===== config.mk =====
export PLATFORM = sky130hd
export DESIGN_NAME = mc_control
export DESIGN_NICKNAME = d
export VERILOG_FILES = /design/src/rtl/mips_pkg.sv /design/src/rtl/alu_dec.sv /design/src/rtl/mc_control.sv
export SDC_FILE = /design/constraint.sdc
export NUM_CORES = 1
export LEC_CHECK = 0
export CELL_PAD_IN_SITES_DETAIL_PLACEMENT = 2
export CELL_PAD_IN_SITES_GLOBAL_PLACEMENT = 2
export CORE_MARGIN = 5
export CORE_UTILIZATION = 20
export CTS_BUF_LIST = sky130_fd_sc_hd__clkbuf_8
export DETAILED_ROUTE_END_ITERATION = 6
export PLACE_DENSITY_LB_ADDON = 0.2
export SYNTH_ARGS = -nofsm -noshare
export SYNTH_HDL_FRONTEND = slang
export SYNTH_SLANG_ARGS = --single-unit

===== constraint.sdc =====
create_clock -name CLK -period 1.8 [get_ports CLK]
set_clock_uncertainty 0.05 [all_clocks]
set_input_delay 0.27 -clock CLK [delete_from_list [all_inputs] [get_ports CLK]]
set_output_delay 0.27 -clock CLK [all_outputs]
set_load 0.005 [all_outputs]

===== src/rtl/mips_pkg.sv =====
// mips_pkg: ISA-fixed encodings shared by the multicycle MIPS controller.
package mips_pkg;
    localparam logic [5:0] OP_R    = 6'b000000;
    localparam logic [5:0] OP_LW   = 6'b100011;
    localparam logic [5:0] OP_SW   = 6'b101011;
    localparam logic [5:0] OP_BEQ  = 6'b000100;
    localparam logic [5:0] OP_ADDI = 6'b001000;
    localparam logic [5:0] OP_J    = 6'b000010;

    localparam logic [5:0] F_ADD = 6'b100000;
    localparam logic [5:0] F_SUB = 6'b100010;
    localparam logic [5:0] F_AND = 6'b100100;
    localparam logic [5:0] F_OR  = 6'b100101;
    localparam logic [5:0] F_SLT = 6'b101010;

    localparam logic [2:0] ALU_ADD = 3'b010;
    localparam logic [2:0] ALU_SUB = 3'b110;
    localparam logic [2:0] ALU_AND = 3'b000;
    localparam logic [2:0] ALU_OR  = 3'b001;
    localparam logic [2:0] ALU_SLT = 3'b111;

    localparam logic [1:0] SRCB_B    = 2'b00;
    localparam logic [1:0] SRCB_4    = 2'b01;
    localparam logic [1:0] SRCB_IMM  = 2'b10;
    localparam logic [1:0] SRCB_IMM2 = 2'b11;

    localparam logic [1:0] PC_ALU    = 2'b00;
    localparam logic [1:0] PC_ALUOUT = 2'b01;
    localparam logic [1:0] PC_JUMP   = 2'b10;

    typedef enum logic [3:0] {
        FETCH, DECODE, MEMADR, MEMRD, MEMWB, MEMWR,
        EXECUTE, ALUWB, BRANCH, ADDIEXEC, ADDIWB, JUMP
    } state_t;
endpackage


===== src/rtl/alu_dec.sv =====
// alu_dec: R-type funct to ALUControl, with a flag marking supported funct codes.
module alu_dec
    import mips_pkg::*;
(
    input  logic [5:0] funct,
    output logic [2:0] alu_control,
    output logic       valid
);
    always_comb begin
        valid       = 1'b1;
        alu_control = ALU_ADD;
        case (funct)
            F_ADD:   alu_control = ALU_ADD;
            F_SUB:   alu_control = ALU_SUB;
            F_AND:   alu_control = ALU_AND;
            F_OR:    alu_control = ALU_OR;
            F_SLT:   alu_control = ALU_SLT;
            default: valid = 1'b0;
        endcase
    end
endmodule


===== src/rtl/mc_control.sv =====
// mc_control: multicycle MIPS main controller, a Moore FSM on Op plus the funct decoder.
module mc_control
    import mips_pkg::*;
(
    input  logic       CLK,
    input  logic       RST,
    input  logic [5:0] Op,
    input  logic [5:0] Funct,
    input  logic       Zero,
    output logic       IorD,
    output logic       MemWrite,
    output logic       IRWrite,
    output logic       RegDst,
    output logic       MemtoReg,
    output logic       RegWrite,
    output logic       ALUSrcA,
    output logic [1:0] ALUSrcB,
    output logic [2:0] ALUControl,
    output logic [1:0] PCSrc,
    output logic       PCEn,
    output logic       IllInstr
);
    state_t     state, next;
    logic [2:0] alu_ctl;
    logic       funct_ok, pc_write, branch, ill;

    alu_dec u_alu_dec (.funct(Funct), .alu_control(alu_ctl), .valid(funct_ok));

    // An illegal instruction is the only way DECODE falls straight back to FETCH.
    always_ff @(posedge CLK or posedge RST) begin
        if (RST) begin
            state <= FETCH;
            ill   <= 1'b0;
        end else begin
            state <= next;
            ill   <= (state == DECODE) && (next == FETCH);
        end
    end

    assign IllInstr = ill;
    assign PCEn     = pc_write | (branch & Zero);

    always_comb begin
        next       = FETCH;
        IorD       = 1'b0;
        MemWrite   = 1'b0;
        IRWrite    = 1'b0;
        RegDst     = 1'b0;
        MemtoReg   = 1'b0;
        RegWrite   = 1'b0;
        ALUSrcA    = 1'b0;
        ALUSrcB    = SRCB_B;
        ALUControl = ALU_ADD;
        PCSrc      = PC_ALU;
        pc_write   = 1'b0;
        branch     = 1'b0;
        case (state)
            FETCH: begin
                ALUSrcB  = SRCB_4;
                IRWrite  = 1'b1;
                pc_write = 1'b1;
                next     = DECODE;
            end
            DECODE: begin
                ALUSrcB = SRCB_IMM2;
                case (Op)
                    OP_LW, OP_SW: next = MEMADR;
                    OP_R:         next = funct_ok ? EXECUTE : FETCH;
                    OP_BEQ:       next = BRANCH;
                    OP_ADDI:      next = ADDIEXEC;
                    OP_J:         next = JUMP;
                    default:      next = FETCH;
                endcase
            end
            MEMADR: begin
                ALUSrcA = 1'b1;
                ALUSrcB = SRCB_IMM;
                next    = (Op == OP_LW) ? MEMRD : (Op == OP_SW) ? MEMWR : FETCH;
            end
            MEMRD: begin
                IorD = 1'b1;
                next = MEMWB;
            end
            MEMWB: begin
                MemtoReg = 1'b1;
                RegWrite = 1'b1;
            end
            MEMWR: begin
                IorD     = 1'b1;
                MemWrite = 1'b1;
            end
            EXECUTE: begin
                ALUSrcA    = 1'b1;
                ALUControl = alu_ctl;
                next       = ALUWB;
            end
            ALUWB: begin
                RegDst   = 1'b1;
                RegWrite = 1'b1;
            end
            BRANCH: begin
                ALUSrcA    = 1'b1;
                ALUControl = ALU_SUB;
                PCSrc      = PC_ALUOUT;
                branch     = 1'b1;
            end
            ADDIEXEC: begin
                ALUSrcA = 1'b1;
                ALUSrcB = SRCB_IMM;
                next    = ADDIWB;
            end
            ADDIWB: RegWrite = 1'b1;
            JUMP: begin
                PCSrc    = PC_JUMP;
                pc_write = 1'b1;
            end
            default: ALUControl = 3'b000;
        endcase
    end
endmodule


### Yosys cells after proc, flatten, opt, wreduce, memory -nomap -nowiden

Index checks and enable logic that the tools add are counted.

| storage, ports and cells | value |
|---|---|
| logic and storage cells | 56 |
| input bits | 15 |
| register bits | 5 |

| operators by class | value |
|---|---|
| muxes and demuxes | 19 |
| bitwise gates (word level) | 2 |
| reductions and logical operators | 12 |
| eq/ne operators | 21 |

Operators with widths:

| kind | number |
|---|---|
| 6-bit equality test, second input constant | 7 |
| 4-bit one-hot mux with 6 select lines | 1 |
| 4-bit one-hot mux with 5 select lines | 1 |
| 4-bit by 3-bit equality test with 1-bit output, second input constant | 4 |
| 4-bit equality test, second input constant | 4 |
| 3-bit one-hot mux with 4 select lines | 1 |
| 1-bit two-way mux | 10 |
| 10-bit OR reduction | 1 |
| 3-bit two-way mux | 3 |
| 3-bit one-hot mux with 3 select lines | 1 |
| 4-bit by 2-bit equality test with 1-bit output, second input constant | 2 |
| 4-bit logical NOT | 2 |
| 2-bit OR reduction | 4 |
| 6-bit by 2-bit equality test with 1-bit output, second input constant | 1 |
| 6-bit by 3-bit equality test with 1-bit output, second input constant | 1 |
| 6-bit by 4-bit equality test with 1-bit output, second input constant | 1 |
| 6-bit logical NOT | 1 |
| 2-bit one-hot mux with 3 select lines | 1 |
| 5-bit OR reduction | 1 |
| 4-bit by 1-bit equality test with 1-bit output, second input constant | 1 |
| 2-bit one-hot mux with 2 select lines | 1 |
| 4-bit OR reduction | 1 |
| 3-bit OR reduction | 1 |
| 1-bit bitwise AND | 1 |
| other kinds (2) | 2 |

### Depth between registers and ports, before layout

Gate-level depths: netlist of the first run.

| logic depth | value |
|---|---|
| depth in word-level cells | 8 |
| gate-level depth with buffers | 5 |
| mapped depth without buffers | 4 |

### Cells and area by module

Synthesis of the first run repeated with hierarchy kept, for this count alone.

| second synthesis, totals | value |
|---|---|
| cells, all modules | 77 |
| area total of the unflattened synthesis | 618.1 um^2 |

Modules (own cells, without submodules):

| module | instances | area an instance (um^2) | sequential area each (um^2) | cells an instance |
|---|---|---|---|---|
| mc_control | 1 | 531.8 | 125.1 | 68 |
| alu_dec | 1 | 86.3 | 0.0 | 9 |

### Worst setup path before layout of the first run

OpenSTA, ideal clock, no wires.

| timing | value |
|---|---|
| path kind | reg2out |
| start point | register state[1] |
| end point | output PCEn |
| slack | 0.355 ns |
| stages on the path, launching flop included | 4 |
| data arrival time | 1.125 ns |
| cells stage by stage | dfrtp_1 clkbuf_1 nor4_1 a211o_1 |

| on the way | value |
|---|---|
| word-level cells in the longest chain between the ends | 4 |

RTL lines:

| element | RTL line | text |
|---|---|---|
| start, declared | mc_control.sv:23 | `state_t state, next;` |
| start signal, assigned | mc_control.sv:35 | `state <= next;` |
| 4-bit equality test / 4-bit logical NOT (equally long branches) | mc_control.sv:57 | `case (state)` |
| 2-bit OR reduction (no source line) / 1-bit two-way mux (equally long branches) | - |  |
| 1-bit two-way mux / 1-bit bitwise AND (equally long branches) | mc_control.sv:57, mc_control.sv:41 |  |
| 1-bit OR (*) | mc_control.sv:41 | `assign PCEn = pc_write \| (branch & Zero);` |
| end, declared | mc_control.sv:20 | `output logic PCEn,` |

Mark *: on every way between the ends. The rest lies on a longest branch, timed or not.

### Worst setup path in the final report of the first run

| timing | value |
|---|---|
| start point | input Funct[4] |
| end point | output ALUControl[1] |

| on the way | value |
|---|---|
| word-level cells in the longest chain between the ends | 3 |

RTL lines:

| element | RTL line | text |
|---|---|---|
| start, declared | mc_control.sv:8 | `input logic [5:0] Funct,` |
| 6-bit equality test | alu_dec.sv:12 | `case (funct)` |
| 3-bit one-hot mux with 4 select lines (*) | alu_dec.sv:12 |  |
| 3-bit one-hot mux with 3 select lines (*) | mc_control.sv:57 |  |
| end, declared | mc_control.sv:18 | `output logic [2:0] ALUControl,` |

Marked as above.

==> qor.csv, run 1 <==
metric;value;unit
setup_viol;0;
cts_root_buf;clkbuf_8;
fin_crit_sh;0.959;
cts_buffers;3;
worst_pin_slew;276;ps
met1_usage;0.143;
slew_headroom;0.815;
ctsLongestPathBuffers;2;
synth_cell_types;30;
via_per_inst;4.78;
p_per_area;800;nW/um^2
antenna_found_initial;0;
synth.most_common_cell;nand2_1;
wirelength;2.62;mm
io_pins;31;
synth-simple-area-share;0.415;
grt_pass1_wl;4.43;mm
syn_nets;87;
cpPeakStageDelay;530;ps
first_pass_iters;2;
clk_pin_slew;40;ps
ys_seq_elements;5;
dr.first_iter.drc_count;23;
period_needed;1730;ps
arrival;1410;ps
synth-compound-area-share;0.222;
hpwlAfterDp;2.03;mm
synthCells;72;
grtUsageMet2;0.278;
cts_sinks;5;
crit_path_start;Funct[4];
hold_viol_final;0;
grt-busiest-layer;met2;
syn2layout_area_growth;120;%
yosys.area_share.adder;0;
finalNetCount;146;
ff2ff_path_depth;5;
wire_per_inst;16.3;um
async_reset_ff_frac;1.00;
reg2reg_to;state[1]$_DFF_PP0_;
antenna_cells;0;
synth_ff_type;dfrtp_1;
rows;19;
r2r_start;state[0]$_DFF_PP0_;
core;2690;sq um
synth_mux_area_frac;0.0183;
netlist_area;546;sq um
critical_path.slowest_cell;clkdlybuf4s50_1;
dieArea;3870;sq um
h-tree-depth;1;
cp.required;1480;ps
hold_class;primary input to asynchronous set/reset pin;
grt_usage;0.138;
cp-end-kind;output pin;
critPathKind;primary input to output pin;
post-route-drc-count;0;
synth_edf_count;0;
synth_area_leader_cell;dfrtp_1;
multi_input_area;485;sq um
n_fill_cell;308;
initial_utilization;0.203;
grt_max_degree;8;
slew_violations;0;
yosysSeqAreaShare;0.229;
drive_gt1_frac;0.423;
die_x;62.2;um
synth_xor_area_frac;0.0642;
utilization;0.448;
synth_top_area_share;0.229;
port_buffers;30;
crit_fanout;2;
reg2reg_slack;120;ps
synth_top_family_by_area;simple AND/OR/NAND/NOR gates;
maxCapViolations;0;
num_vias;770;
synth_area_leaders;dfrtp_1 23%, xor2_1 6.4%, nor3_1 5.5%;
ys_warn_count;0;
crit_path_start_kind;primary input;
seq_area;129;sq um
crit_end;ALUControl[1];
clk_latency;220;ps
use_met3;0.0378;
first_global_vias;895;
cts_tree;yes;
power.total;963;uW
crit_chain;clkdlybuf4s50_1 > nor2b_4 > and3_1 > o21ai_0 > dlygate4sd2_1;
fmax;579;MHz
overflow;0;
syn_area_per_cell;7.58;sq um
vdd_drop_max;0.000649;V
p_leak;0.000595;uW
ant_nets;0;
synth_common_cells;8 x nand2_1, 6 x nor3_1, 5 x dfrtp_1, 5 x o21ai_0;
rsz0062_at_grt;false;
die_h;62.2;um
globalplace.congestion;0.767;
postCtsHoldBufs;0;
status;finished clean;
[worst max-delay path: cells and delay by family]
kind,cells,cell delay (ps)
buffers and inverters,2,790
AOI/OAI and AO/OA,1,130
and+or+nand+nor,2,220
[stage by stage]
step           hold slack [ps]  std cells  setup WS [ps]  area [sq um]  TNS (ps)
3_5_place_dp               437        154           -481          1060     -1330
4_1_cts                    210        159          -17.8          1170     -19.5
6_report                   204        161           73.9          1200         0
5_1_grt                    226        161           3.76          1200         0
3_3_place_gp               423        154           -310          1060      -899
2_1_floorplan            -1.48         72            355           546         0
[per-layer routing]
layer  part of all wire  vias to the layer above
met1               0.40                      368
met4                  0                        0
met2               0.57                       18
li1                   -                      384
met3              0.036                        0
met5                  0                        -
[cells by family after synthesis]
family	after synthesis
muxes	1
and+or+nand+nor	38
buffers and inverters	7
DFF	5
xor gates and xnor gates	4
AOI/OAI and AO/OA	17
[where the power goes]
part / total [uW] / switching (uW) / internal (uW)
clock: 206 / 59.3 / 147
sequential: 194 / 47.4 / 147
combinational: 562 / 244 / 318
total: 963 / 351 / 612
[placed cells by master (no fill, tap or decap), types with 2 or more instances in the layout]
cell type        Yosys  routed
nor2b_2              0       2
clkbuf_2             0       2
nand2b_4             0       2
inv_1                3       4
nor3_1               6       3
and3_1               4       4
clkdlybuf4s15_1      0       2
nand2_2              0       2
nor2_2               0       2
buf_6                0       2
xor2_1               4       4
dfrtp_2              0       3
nor2_1               4       2
nand2_1              8       6
a21oi_1              2       2
a21o_1               2       2
clkbuf_8             0       3
clkdlybuf4s50_1      0      11
dlygate4sd2_1        0      14
a221o_1              2       2
dfrtp_1              5       2
o21ai_0              5       4
nor3_2               0       3
buf_4                0      26
[state kept, by name, indices dropped and copies added (netlist names)]
name,count
IllInstr,1
state,4
[how the worst min path moves through the flow]
stage          from                  to  slack (ps)  cells past startpoint
3_3_place_gp    RST  state[3]$_DFF_PP0_         420                      2
6_report        RST  state[0]$_DFF_PP0_         200                      2
2_1_floorplan   RST  IllInstr$_DFF_PP0_          -1                      1
3_5_place_dp    RST  state[3]$_DFF_PP0_         440                      2
4_1_cts         RST  IllInstr$_DFF_PP0_         210                      2
5_1_grt         RST  state[0]$_DFF_PP0_         230                      2
[layout make-up]
class	instances	share of cell area
repair buffers	58	0.410
well taps	31	0.0323
clock inverters	1	0.00312
flip-flops and latches	5	0.107
clock buffers	3	0.0343
inverters	3	0.00937
multi-input cells	60	0.404
[what timing repair did]
item	CTS	global route
pin swaps	2	3
endpoints found under the setup margin	15	6
resized for setup	41	10
setup buffers	1	2
Note: power is estimated with default switching activity, not from simulation.
==> inputs of run 2 (changes only) <==
--- a/config.mk
+++ b/config.mk
@@ -5,11 +5,13 @@
 export SDC_FILE = /design/constraint.sdc
 export NUM_CORES = 1
 export LEC_CHECK = 0
+export ABC_AREA = 1
 export CELL_PAD_IN_SITES_DETAIL_PLACEMENT = 2
 export CELL_PAD_IN_SITES_GLOBAL_PLACEMENT = 2
 export CORE_MARGIN = 5
-export CORE_UTILIZATION = 20
+export CORE_UTILIZATION = 16
 export CTS_BUF_LIST = sky130_fd_sc_hd__clkbuf_8
+export CTS_CLUSTER_DIAMETER = 60
 export DETAILED_ROUTE_END_ITERATION = 6
 export PLACE_DENSITY_LB_ADDON = 0.2
 export SYNTH_ARGS = -nofsm -noshare
==> constraint.sdc (replaced) <==
create_clock -name CLK -period 1.58 [get_ports CLK]
set_clock_uncertainty 0.05 [all_clocks]
set_input_delay 0.237 -clock CLK [delete_from_list [all_inputs] [get_ports CLK]]
set_output_delay 0.237 -clock CLK [all_outputs]
set_load 0.005 [all_outputs]
==> run 2 against run 1 <==
The flow now finishes with violations (setup timing). Critical path type is now register to output pin. Via count grew 25%. Worst hold slack lost 30 ps. First-iteration DRC count grew 8.7%. Clock power grew 25%. Worst setup slack lost 260 ps. Combinational power grew 73%. Highest routed layer is now met4.
==> qor.csv, run 2 <==
metric;value;unit
status;finished with violations;
violations;setup timing;
p_clk_frac;0.179;
p_leak;0.000716;uW
wirelength;3.78;mm
ant_nets;0;
stdcell_count;223;
cp.required;1290;ps
worst_pin_slew;285;ps
num_vias;966;
via_per_inst;4.33;
dieArea;4790;sq um
antenna_cells;0;
clk_pin_slew;40;ps
sw_frac_of_total;0.423;
hold-worst-slack;173;ps
post-route-drc-count;0;
synth_area_leaders;dfrtp_1 22%, nor2_1 18%, inv_1 13%;
regMostFlops;state;
cp-end-kind;output pin;
async_reset_ff_frac;1.00;
yosysSeqAreaShare;0.223;
combPwrFrac;0.673;
port_buffers;30;
vdd_drop_max;0.000284;V
antenna_found_initial;0;
initial_utilization;0.167;
rows;21;
setup_viol;12;
first_global_vias;1116;
first_pass_iters;3;
fmax;565;MHz
synth_ff_type;dfrtp_1;
slew_headroom;0.808;
p_per_area;973;nW/um^2
syn_nets;117;
die_h;69.2;um
power.total;1440;uW
clk_latency;240;ps
post-place-cells;201;
synth_cell_types;16;
dr.first_iter.drc_count;25;
h-tree-depth;1;
core;3360;sq um
hold_viol_final;0;
maxCapViolations;0;
ys_warn_count;0;
synth_top_area_share;0.223;
final_area;1480;sq um
cts_buffers;3;
hold_class;primary input to asynchronous set/reset pin;
synthCells;102;
crit_path_start_kind;register;
synth_edf_count;0;
p_sw;610;uW
cts_sinks;5;
synth_area_leader_cell;dfrtp_1;
drive_gt1_frac;0.571;
slew_violations;0;
period_needed;1770;ps
synth.most_common_cell;nor2_1;
critPathKind;register to output pin;
cts_tree;yes;
hpwlAfterDp;2.27;mm
rsz0062_at_grt;true;
synth_common_cells;27 x nor2_1, 20 x inv_1, 16 x nand2_1;
io_pins;31;
largest_reg_flops;4;
netlist_area;561;sq um
die_x;69.2;um
fin_crit_sh;1.12;
cts_root_buf;clkbuf_8;
syn2layout_area_growth;164;%
grt_usage;0.151;
syn_area_per_cell;5.50;sq um
crit_fanout;4;
final_common_cell;buf_4;
ys_seq_elements;5;
layout_common_cells;24 x buf_4, 21 x buf_6, 16 x nor2_1, 12 x nand2_1, 12 x inv_1;
wire_per_inst;16.9;um
seqPwrFrac;0.148;
overflow;0;
grt_pass1_wl;5.68;mm
placedInstanceArea;1090;sq um
postCtsHoldBufs;0;
setup_slack;-189;ps
globalplace.congestion;0.795;
arrival;1480;ps
intPower;831;uW
ctsLongestPathBuffers;2;
finalNetCount;193;
grt_max_degree;6;
-- run 2: cell type report --
cell class                      instances  area [sq um]
Fill cell                             392          1880
Tap cell                               46          57.6
Sequential cell                         5           129
Timing Repair Buffer                   71           616
Inverter                               21          91.3
Clock inverter                          1          3.75
Clock buffer                            3          41.3
Multi-Input combinational cell         76           542
-- run 2: what timing repair did --
item,4_1_cts,5_1_grt
gates resized for setup,112,34
setup endpoints to repair,15,18
buffers inserted,18,4
pin swaps,15,12
-- run 2: stage by stage --
step | setup WS [ps] | util | TNS (ps)
3_5_place_dp | -618 | 0.324 | -3810
6_report | -189 | 0.440 | -896
5_1_grt | -234 | 0.440 | -1790
3_3_place_gp | -462 | 0.324 | -2930
4_1_cts | -84.1 | 0.400 | -327
2_1_floorplan | 270 | - | 0
-- run 2: worst paths after layout --
| path | end | cells past startpoint | startpoint | slack, ps |
|---|---|---|---|---|
| max | ALUControl[1] | 7 | state[0]$_DFF_PP0_ | -190 |
| min in group CLK | state[1]$_DFF_PP0_ | 5 | Funct[5] | 700 |
| max in group asynchronous | state[2]$_DFF_PP0_ | 2 | RST | 1090 |
| min reg2reg | IllInstr$_DFF_PP0_ | 5 | state[2]$_DFF_PP0_ | 850 |
| max reg2reg | IllInstr$_DFF_PP0_ | 11 | state[1]$_DFF_PP0_ | -20 |
| min | state[3]$_DFF_PP0_ | 2 | RST | 170 |
-- run 2: kinds of logic after synthesis --
family | after synthesis | synth area share
AO/OA/AOI/OAI | 14 | 0.138
buffers and inverters | 21 | 0.141
flip-flops | 5 | 0.223
AND/OR/NAND/NOR | 62 | 0.498
-- run 2: critical path, cell delays in order, from the launching register on --
cell and delay, ps:
dfrtp_2 450, inv_2 80, nand2_4 70, nor2_4 140, buf_6 120, inv_4 40, o21ai_1 180, buf_2 150
-- run 2: per-layer routing --
layer,part of all wire,GRT usage,routed length [um],up-vias
met2,0.56,0.301,2130,22
li1,-,-,-,471
met4,0.020,0.0781,76,0
met5,0,0,0,-
met1,0.39,0.148,1470,468
met3,0.026,0.0174,99,5
-- run 2: power by group through the flow --
stage / Combinational (uW) / Sequential [uW] / Clock (uW)
6_report: 970 / 213 / 258
5_1_grt: 1040 / 215 / 272
4_1_cts: 767 / 203 / 241
3_5_place_dp: 615 / 195 / 0
3_3_place_gp: 596 / 189 / 0
2_1_floorplan: 218 / 190 / 0
==> inputs of run 3 (changes only) <==
--- a/config.mk
+++ b/config.mk
@@ -11,7 +11,6 @@
 export CORE_MARGIN = 5
 export CORE_UTILIZATION = 16
 export CTS_BUF_LIST = sky130_fd_sc_hd__clkbuf_8
-export CTS_CLUSTER_DIAMETER = 60
 export DETAILED_ROUTE_END_ITERATION = 6
 export PLACE_DENSITY_LB_ADDON = 0.2
 export SYNTH_ARGS = -nofsm -noshare
==> results of run 3 <==
Final layout, timing and power as in run 2 (identical DEF).
